<file path="src/rtl/cache_port_arbiter.sv">
`default_nettype none
// =============================================================================
// Module  : cache_port_arbiter
// Brief   : Round-robin sharing of one cache access port between two requesters,
//           with a per-access watchdog and saturating per-requester hit counters.
// Rev     : 1.0
// =============================================================================
module cache_port_arbiter #(
  parameter int ADDR_W  = 15,
  parameter int DATA_W  = 32,
  parameter int CNT_W   = 16,
  parameter int TIMEOUT = 64
) (
  input  logic              clk,
  input  logic              rst,
  input  logic              req0,
  input  logic [ADDR_W-1:0] addr0,
  input  logic              req1,
  input  logic [ADDR_W-1:0] addr1,
  output logic              done0,
  output logic [DATA_W-1:0] rdata0,
  output logic              hit0,
  output logic              err0,
  output logic              done1,
  output logic [DATA_W-1:0] rdata1,
  output logic              hit1,
  output logic              err1,
  output logic              cache_start,
  output logic [ADDR_W-1:0] cache_addr,
  input  logic              cache_done,
  input  logic [DATA_W-1:0] cache_data,
  input  logic              cache_hit,
  output logic [CNT_W-1:0]  hit_cnt0,
  output logic [CNT_W-1:0]  hit_cnt1,
  output logic              busy
);

  localparam int                WD_W    = $clog2(TIMEOUT);
  localparam logic [WD_W-1:0]   WD_LAST = WD_W'(TIMEOUT - 1);
  localparam logic [CNT_W-1:0]  CNT_MAX = '1;

  typedef enum logic [1:0] {
    IDLE  = 2'd0,
    ISSUE = 2'd1,
    WAIT  = 2'd2
  } state_t;

  state_t            state_q, state_d;
  logic              last_q, last_d;
  logic              gnt_q, gnt_d;
  logic [ADDR_W-1:0] addr_q, addr_d;
  logic [WD_W-1:0]   wd_q, wd_d;
  logic              done0_q, done0_d, done1_q, done1_d;
  logic [DATA_W-1:0] rdata0_q, rdata0_d, rdata1_q, rdata1_d;
  logic              hit0_q, hit0_d, hit1_q, hit1_d;
  logic              err0_q, err0_d, err1_q, err1_d;
  logic [CNT_W-1:0]  cnt0_q, cnt0_d, cnt1_q, cnt1_d;

  logic              win;
  logic              fin;
  logic [DATA_W-1:0] fin_data;
  logic              fin_hit;
  logic              fin_err;

  always_comb begin
    state_d  = state_q;
    last_d   = last_q;
    gnt_d    = gnt_q;
    addr_d   = addr_q;
    wd_d     = wd_q;
    done0_d  = 1'b0;
    done1_d  = 1'b0;
    rdata0_d = rdata0_q;
    rdata1_d = rdata1_q;
    hit0_d   = hit0_q;
    hit1_d   = hit1_q;
    err0_d   = err0_q;
    err1_d   = err1_q;
    cnt0_d   = cnt0_q;
    cnt1_d   = cnt1_q;
    win      = 1'b0;
    fin      = 1'b0;
    fin_data = '0;
    fin_hit  = 1'b0;
    fin_err  = 1'b0;

    case (state_q)
      IDLE: begin
        if (req0 || req1) begin
          // On a tie the requester that did not win last time goes first.
          win     = (req0 && req1) ? ~last_q : req1;
          gnt_d   = win;
          last_d  = win;
          addr_d  = win ? addr1 : addr0;
          state_d = ISSUE;
        end
      end
      ISSUE: begin
        wd_d    = '0;
        state_d = WAIT;
      end
      WAIT: begin
        wd_d = wd_q + 1'b1;
        if (cache_done) begin
          fin      = 1'b1;
          fin_data = cache_data;
          fin_hit  = cache_hit;
          state_d  = IDLE;
        end else if (wd_q == WD_LAST) begin
          fin     = 1'b1;
          fin_err = 1'b1;
          state_d = IDLE;
        end
      end
      default: state_d = IDLE;
    endcase

    if (fin) begin
      if (gnt_q) begin
        done1_d  = 1'b1;
        rdata1_d = fin_data;
        hit1_d   = fin_hit;
        err1_d   = fin_err;
        if (fin_hit && cnt1_q != CNT_MAX) cnt1_d = cnt1_q + 1'b1;
      end else begin
        done0_d  = 1'b1;
        rdata0_d = fin_data;
        hit0_d   = fin_hit;
        err0_d   = fin_err;
        if (fin_hit && cnt0_q != CNT_MAX) cnt0_d = cnt0_q + 1'b1;
      end
    end
  end

  always_ff @(posedge clk) begin
    if (rst) begin
      state_q  <= IDLE;
      last_q   <= 1'b1;
      gnt_q    <= 1'b0;
      addr_q   <= '0;
      wd_q     <= '0;
      done0_q  <= 1'b0;
      done1_q  <= 1'b0;
      rdata0_q <= '0;
      rdata1_q <= '0;
      hit0_q   <= 1'b0;
      hit1_q   <= 1'b0;
      err0_q   <= 1'b0;
      err1_q   <= 1'b0;
      cnt0_q   <= '0;
      cnt1_q   <= '0;
    end else begin
      state_q  <= state_d;
      last_q   <= last_d;
      gnt_q    <= gnt_d;
      addr_q   <= addr_d;
      wd_q     <= wd_d;
      done0_q  <= done0_d;
      done1_q  <= done1_d;
      rdata0_q <= rdata0_d;
      rdata1_q <= rdata1_d;
      hit0_q   <= hit0_d;
      hit1_q   <= hit1_d;
      err0_q   <= err0_d;
      err1_q   <= err1_d;
      cnt0_q   <= cnt0_d;
      cnt1_q   <= cnt1_d;
    end
  end

  assign done0       = done0_q;
  assign done1       = done1_q;
  assign rdata0      = rdata0_q;
  assign rdata1      = rdata1_q;
  assign hit0        = hit0_q;
  assign hit1        = hit1_q;
  assign err0        = err0_q;
  assign err1        = err1_q;
  assign hit_cnt0    = cnt0_q;
  assign hit_cnt1    = cnt1_q;
  assign cache_addr  = addr_q;
  assign cache_start = (state_q == ISSUE);
  assign busy        = (state_q != IDLE);

endmodule
`default_nettype wire

</file>
<file path="config.mk">
export PLATFORM = sky130hd
export DESIGN_NAME = cache_port_arbiter
export DESIGN_NICKNAME = d
export VERILOG_FILES = /design/src/rtl/cache_port_arbiter.sv
export SDC_FILE = /design/constraint.sdc
export NUM_CORES = 1
export LEC_CHECK = 0
export ABC_AREA = 1
export ABC_CLOCK_PERIOD_IN_PS = 1900
export CORE_ASPECT_RATIO = 0.75
export CORE_MARGIN = 4
export CORE_UTILIZATION = 47
export CTS_CLUSTER_DIAMETER = 40
export DETAILED_ROUTE_END_ITERATION = 10
export GPL_ROUTABILITY_DRIVEN = 0
export GPL_TIMING_DRIVEN = 0
export PLACE_DENSITY = 0.9
export SLEW_MARGIN = 20
export SYNTH_ARGS = -nofsm -noshare
export SYNTH_HDL_FRONTEND = slang
export SYNTH_SLANG_ARGS = --single-unit
</file>
<file path="constraint.sdc">
create_clock -name clk -period 1.9 [get_ports clk]
set_input_delay 0.38 -clock clk [delete_from_list [all_inputs] [get_ports clk]]
set_output_delay 0.38 -clock clk [all_outputs]
set_load 0.01 [all_outputs]
</file>
After elaboration in Yosys (flattened, before gate mapping)
Index checks and enable logic that the tools add are counted.
{ "word_totals": {"in_bits": 68, "register_bits": 127} }
{ "op_classes": {"bitwise": 3, "n_reduce_logical": 14, "eq_ne": 7, "n_addsub": 3, "mux": 18} }
{ "ops": {"columns": ["operator", "count"], "rows": [
  ["$mux W32", 2],
  ["$add A16 B1 Y16 const B", 2],
  ["$ne A16 B16 Y1 const B", 2],
  ["$mux W15", 1],
  ["$pmux W6 S2", 1],
  ["$mux W1", 10],
  ["$reduce_and A2 Y1", 4],
  ["$add A6 B1 Y6 const B", 1],
  ["$eq A6 B6 Y1 const B", 1],
  ["$mux W2", 3],
  ["$pmux W2 S3", 1],
  ["$reduce_and A3 Y1", 2],
  ["$reduce_bool A2 Y1", 2],
  ["$logic_and A1 B1 Y1", 3],
  ["$ne A3 B3 Y1 const B", 1],
  ["$not A1 Y1", 3],
  ["$eq A2 B1 Y1 const B", 1],
  ["$eq A2 B2 Y1 const B", 1],
  ["$logic_not A2 Y1", 1],
  ["$ne A2 B2 Y1 const B", 1],
  ["$reduce_or A2 Y1", 1],
  ["$logic_or A1 B1 Y1", 1]
]} }

Depth between registers and ports, before layout
Gate-level depths: netlist of run 1.
{ "logic_depth": {"word_depth": 6, "ltp_mapped": 11} }

Worst setup path after synthesis of run 1
No wires, ideal clock.
{ "synth_path": {"kind": "reg2reg", "start": "register cnt1_q[0], in the netlist hit_cnt1[0]", "end": "register cnt1_q[11], in the netlist hit_cnt1[11]", "setup_time_ps": 113, "path_buffers": 1, "setup_slack_ps": 316, "arrival_ps": 1471, "period_less_slack_ps": 1584, "path_stages_with_launch": 11, "path_cell_list": "dfxtp_1 ha_1 nand2_1 nor2_1 nand2_1 nor2_1 nor2_2 nand2_4 buf_4 nor2_1 nor2_1"} }
{ "synth_via": {"elab_chain_len": 3} }
{ "synth_rtl": {"columns": ["element", "line", "rtl"], "rows": [
  ["start, declared", "57", "logic [CNT_W-1:0] cnt0_q, cnt0_d, cnt1_q, cnt1_d;"],
  ["start signal, assigned", "167", "cnt1_q <= cnt1_d;"],
  ["branches (longest 3 deep; another with $add A16 B1 Y16)", null, null]
]} }
Parallel ways; which one is timed is not known.
A chain may end at the register's enable or synchronous reset.

Worst setup path in the final report of run 1
{ "layout_path": {"start": "register cnt1_q[2], in the netlist hit_cnt1[2]", "end": "output hit_cnt1[2]"} }
{ "layout_rtl": {"columns": ["element", "line", "rtl"], "rows": [
  ["end, declared", "34", "output logic [CNT_W-1:0] hit_cnt1,"]
]} }
No word-level cell between the ends.

==> results by group, run 1 <==
Run status
  • Status: finished clean

Floorplanning
  • Die Area: 14200 um^2
  • Die W: 136 um
  • Row cnt: 34
  • Core Area: 11800 um^2
  • Ports: 187
  • Die Y-Extent: 104 um
  • Initial Utilization: 49.2%

Route
  • Post-Route WL: 17400 um
  • DRT antenna net count: 0
  • Via density: 4.95
  • Via count: 6130
  • DR WL/cell: 14.0 um
  • Drt first pass iters: 6
  • First DRT Iteration DRCs: 403
  • # DRC: 0

Setup path
  • CP max stage cell: clkdlybuf4s50_1
  • Required @ worst endpoint: 1.52 ns
  • CP Capture Type: output port
  • Worst path max stage delay: 0.59 ns
  • CP Data Arrival Time: 1.45 ns
  • Critical path type: flop to output port
  • CP bufs+invs: 1
  • Worst path cell trace: clkdlybuf4s50_1
  • CP max FO: 6
  • Crit start category: flop
  • Family with the most delay on the worst path: buffers and inverters

STA
  • Period utilization: 96.2%
  • RSZ-0062 raised after global routing: true
  • Final Hold Fails: 0
  • Post-layout minimum cycle time: 1.83 ns
  • Final setup violation count: 0
  • Setup TNS: 0 ns
  • Fmax: 0.547 GHz
  • Slew headroom: 62.7%
  • Worst Skew: 0.0104 ns
  • Fin. max-slew vios: 0
  • Worst-Margin Slew: 0.560 ns
  • WHS: 0.457 ns

Placement
  • DPL Wire Length: 12900 um
  • IO buf count: 186
  • Placed Cells incl. Taps: 1203
  • Placed cell areas: 7880 um^2

Job
  • Number of max-cap violations: 0

Final layout
  • Layout area overhead: 45.9%
  • Fin area: 8480 um^2
  • Share of layout cells above drive strength 1: 8.18%
  • Number of antenna diodes: 0
  • Fillers: 994
  • Final Non-Filler Cells: 1238
  • Nets: 1138

Synth
  • Post-synth top area share: 43.7%
  • Yosys top cell by area: dfxtp_1
  • Synth unique cells: 30
  • Top FF cell, synth: dfxtp_1
  • #FFs+latches synth: 127
  • Number of synthesized flops with an enable pin: 0
  • Synth Warn #: 0
  • Syn Inst Count: 855
  • Syn nets: 930
  • Async SR Flop Fraction: 0%
  • Avg Synthesized Cell Area: 6.80 um^2
  • Most frequent cell after synthesis: nand2_1
  • Synth cell count leaders: 285 x nand2_1, 127 x dfxtp_1, 121 x nor2_1
  • Largest cells by area after synthesis: dfxtp_1 44%, nand2_1 18%, nor2_1 7.8%
  • Register area share after synthesis: 43.7%
  • Post-synthesis cell area: 5810 um^2

Worst hold path
  • Hold WC Path Type: flop to flop

Clock tree
  • CTS Buffer Depth: 2
  • Clock Latency Late Sink: 0.41 ns
  • Clk sink count: 127
  • Htree depth: 4
  • Root buf cell: clkbuf_16
  • CTS Hold Bufs: 0
  • Clock transition at path regs: 0.06 ns
  • CTS Buf Count: 17
  • CTS tree: yes

Global route
  • Vias in the first global route: 5844
  • Initial antenna violation count: 0
  • First-pass GRT wire length: 28200 um
  • Overflow after GRT: 0
  • GR Util All Layers: 24.4%
  • Largest net degree at the start of global routing: 17

Power
  • Power share of the sequential group: 41.0%
  • Int Pwr: 5.04 mW
  • Maximum vdd drop: 0.672 mV
  • Switching share of power: 28.2%
  • Lkg Pwr: 3.52 nW
  • Clock Power Share: 42.5%
  • Combinational Power Share: 16.5%
  • P_sw: 1.98 mW
  • Pwr Density: 827 nW/um^2
==> path summary, 6_finish.rpt <==
| kind | slack, ns | end | cells after the start | from |
|---|---|---|---|---|
| hold / removal | 0.46 | rdata1[31] | 2 | rdata1[31] |
| setup reg to reg | 0.09 | rdata0[25] | 9 | wd_q[0] |
| setup / recovery | 0.07 | hit_cnt1[2] | 1 | hit_cnt1[2] |
| hold reg to reg | 0.46 | rdata1[31] | 2 | rdata1[31] |
==> cell families (layout without fill, tap and decap cells) <==
kind of cell | count (synthesis) | after routing | share of synthesized area, %
AND/OR/NAND/NOR | 461 | 461 | 32.2
flip-flops | 127 | 127 | 43.7
AO/OA/AOI/OAI | 122 | 122 | 11.3
buffers and inverters | 120 | 341 | 8.48
XOR/XNOR | 18 | 18 | 2.71
adder cells (fa/ha/maj) | 7 | 7 | 1.51
==> metal layers <==
layer  part of all wire, %  vias up  global-route usage, %  routed length, um
met2                    46      243                   38.2               7930
met3                   7.8       44                   6.43               1360
met5                     0        -                      0                  0
met4                   3.0        0                   10.1                515
li1                      -     3081                      -                  -
met1                    44     2762                   31.7               7600
==> cell type report <==
class | instances | area, um^2 | share of cell area (%)
multi-input combinational | 608 | 2800 | 33.0
sequential | 127 | 2540 | 30.0
timing repair buffer | 189 | 1880 | 22.2
clock buffer | 18 | 439 | 5.18
inverter | 81 | 304 | 3.58
tap | 162 | 203 | 2.39
buffer | 39 | 200 | 2.36
clock inverter | 14 | 110 | 1.30
==> state kept, by name (all words and copies together) (netlist names) <==
signal	cells
state_q	2
rdata0	32
rdata1	32
hit_cnt0	16
gnt_q	1
wd_q	6
err0	1
err1	1
hit0	1
hit_cnt1	16
done1	1
cache_addr	15
last_q	1
hit1	1
done0	1
==> power groups by stage <==
stage | clock, mW | combinational, mW | sequential (mW)
global placement | 0 | 1.13 | 2.93
floorplan | 0 | 0.505 | 2.98
global route | 3.14 | 1.26 | 2.89
CTS | 3.02 | 1.14 | 2.87
finish | 2.98 | 1.16 | 2.88
detailed placement | 0 | 1.14 | 2.93
==> layout by cell type (no fill, tap or decap), drive strengths merged, types with 2 or more instances in the layout <==
cell             n
a21oi           82
inv             84
dfxtp          127
nand3b           4
clkinvlp         4
nand3           26
xor2            16
buf             17
clkdlybuf4s50  184
dlygate4sd2      2
a31oi           15
nor3             4
nand2          294
clkinv           7
clkbuf          43
xnor2            2
ha               7
o21ai           24
nor2           131
==> through the flow <==
| stage | worst slack [ns] | power (mW) | util (%) |
|---|---|---|---|
| after global placement | -0.122 | 4.06 | 66.6 |
| after detailed placement | -0.127 | 4.08 | 66.6 |
| after CTS | 0.0102 | 7.03 | 71.2 |
| after global routing | -0.0328 | 7.30 | 71.7 |
| after floorplan | 0.316 | 3.49 | - |
| final | 0.0730 | 7.01 | 71.7 |
==> repair_timing <==
item,in CTS,in global routing
pin swaps,0,2
setup endpoints to repair,2,100
cloned,0,0
gates resized for setup,2,20
buffers inserted,0,3
Power figures use the tool's default switching activity.
==> run 2, diff against run 1 <==
CORE_MARGIN = 5   (was 4)
==> run 2 against run 1 <==
Compared with the run above:
- clock skew about the same
- first-iteration DRC count decreased by 11%
- final cell count increased by 0.24%
- sequential share of layout area decreased by 0.14 points
- routed wire length increased by 3.1%
- maximum frequency decreased by 0.39%
- non-clock buffer count decreased by 1
- power increased by 4.9%
- critical path type unchanged
==> results by group, run 2 (same netlist as run 1, synthesis figures left out) <==
Global route
  • Vias in the first global route: 5785
  • First-pass GRT wire length: 28200 um
  • Overflow after GRT: 0
  • Largest net degree at the start of global routing: 17
  • Initial antenna violation count: 0
  • GR Util All Layers: 23.7%

Clock tree
  • CTS Buf Count: 17
  • CTS Buffer Depth: 2
  • Clk sink count: 127
  • Clock transition at path regs: 0.06 ns
  • Root buf cell: clkbuf_16
  • Clock Latency Late Sink: 0.42 ns
  • Htree depth: 4
  • CTS tree: yes
  • CTS Hold Bufs: 0

STA
  • Worst Skew: 0.0103 ns
  • Worst-Margin Slew: 0.532 ns
  • RSZ-0062 raised after global routing: true
  • Fin. max-slew vios: 0
  • Slew headroom: 64.5%
  • Final Hold Fails: 0
  • Fmax: 0.545 GHz
  • Final setup violation count: 0
  • Period utilization: 96.5%
  • Post-layout minimum cycle time: 1.83 ns
  • WHS: 0.462 ns

Final layout
  • Finished Core Util: 69.8%
  • Layout area overhead: 46.7%
  • Nets: 1137
  • Most frequent cells in the layout: 285 x nand2_1, 184 x clkdlybuf4s50_1, 124 x dfxtp_1
  • Commonest non-fill, non-tap cell in the layout: nand2_1
  • Fillers: 964
  • Share of layout cells above drive strength 1: 8.00%
  • Number of antenna diodes: 0
  • Fin area: 8530 um^2

Setup path
  • CP max stage cell: clkdlybuf4s50_1
  • Worst path cell trace: clkdlybuf4s50_1
  • CP Data Arrival Time: 1.45 ns
  • Worst path max stage delay: 0.59 ns
  • Crit path from: hit_cnt1[2]
  • CP bufs+invs: 1
  • Worst r2r src: wd_q[1]
  • CP Capture Type: output port
  • Required @ worst endpoint: 1.52 ns
  • Crit start category: flop
  • CP max FO: 6
  • Family with the most delay on the worst path: buffers and inverters
  • Critical path type: flop to output port

Placement
  • IO buf count: 186
  • Placed cell areas: 7880 um^2
  • DPL Wire Length: 13000 um

Route
  • Via density: 5.02
  • Post-Route WL: 17900 um
  • First DRT Iteration DRCs: 358
  • Via count: 6229
  • DR WL/cell: 14.4 um
  • # DRC: 0
  • Drt first pass iters: 5
  • DRT antenna net count: 0

Floorplanning
  • Die Y-Extent: 106 um
  • Core Area: 12200 um^2
  • Die Area: 14700 um^2
  • Row cnt: 35
  • Ports: 187
  • Die W: 138 um
  • Initial Utilization: 47.6%

Worst hold path
  • Worst hold path startpoint: rdata1[10]
  • Hold WC Path Type: flop to flop

Power
  • Lkg Pwr: 3.53 nW
  • Total power: 7.35 mW
  • Maximum vdd drop: 0.676 mV
  • Pwr Density: 862 nW/um^2

Run status
  • Status: finished clean

Job
  • Number of max-cap violations: 0
-- run 2: cell count changes in the layout (fill, tap and decap cells not counted), sizes merged --
cell           before  now
clkinv              7    2
inv                84   88
clkbuf             43   40
bufinv              0    2
buf                17   18
clkdlybuf4s15       0    1
dlygate4sd2         2    1
-- run 2: timing repair --
action                     CTS  global route
gates resized for setup      2            18
pin swaps                    0             2
setup endpoints to repair    2            97
setup buffers                0             2
-- run 2: final timing paths --
path / cells after the start / endpoint / slack, ns
worst max-delay path: 1 / hit_cnt1[2] / 0.07
worst min-delay path: 2 / rdata1[10] / 0.46
worst max register to register: 9 / rdata0[9] / 0.09
worst min register to register: 2 / rdata1[10] / 0.46
-- run 2: through the flow --
| step | setup WS [ns] | setup TNS, ns | cells |
|---|---|---|---|
| floorplan | 0.316 | 0 | 855 |
| global placement | -0.152 | -6.16 | 1207 |
| detailed placement | -0.201 | -8.34 | 1207 |
| CTS | 0.0356 | 0 | 1239 |
| global route | -0.0696 | -1.88 | 1241 |
| finish | 0.0659 | 0 | 1241 |
-- run 2: cell type report --
type | instances | area, um^2 | share of cell area (%)
repair buffers | 188 | 1880 | 22.0
inverters | 81 | 304 | 3.56
flip-flops and latches | 127 | 2550 | 29.9
clock inverters | 15 | 174 | 2.04
multi-input cells | 608 | 2800 | 32.9
plain buffers | 39 | 194 | 2.27
clock buffers | 17 | 425 | 4.99
well taps | 166 | 208 | 2.44
-- run 2: where the power goes --
group	switching [mW]	internal [mW]	total, mW
sequential	0.0712	2.80	2.88
clock	1.34	1.97	3.31
combinational	0.649	0.513	1.16
total	2.06	5.29	7.35
-- run 2: routing by layer --
metal  routed length (um)  vias to the layer above  track usage, %
met2                 8340                      247            38.4
met5                    0                        -               0
met4                  483                        0            9.45
met1                 7740                     2855            29.5
met3                 1360                       40            7.37
li1                     -                     3087               -
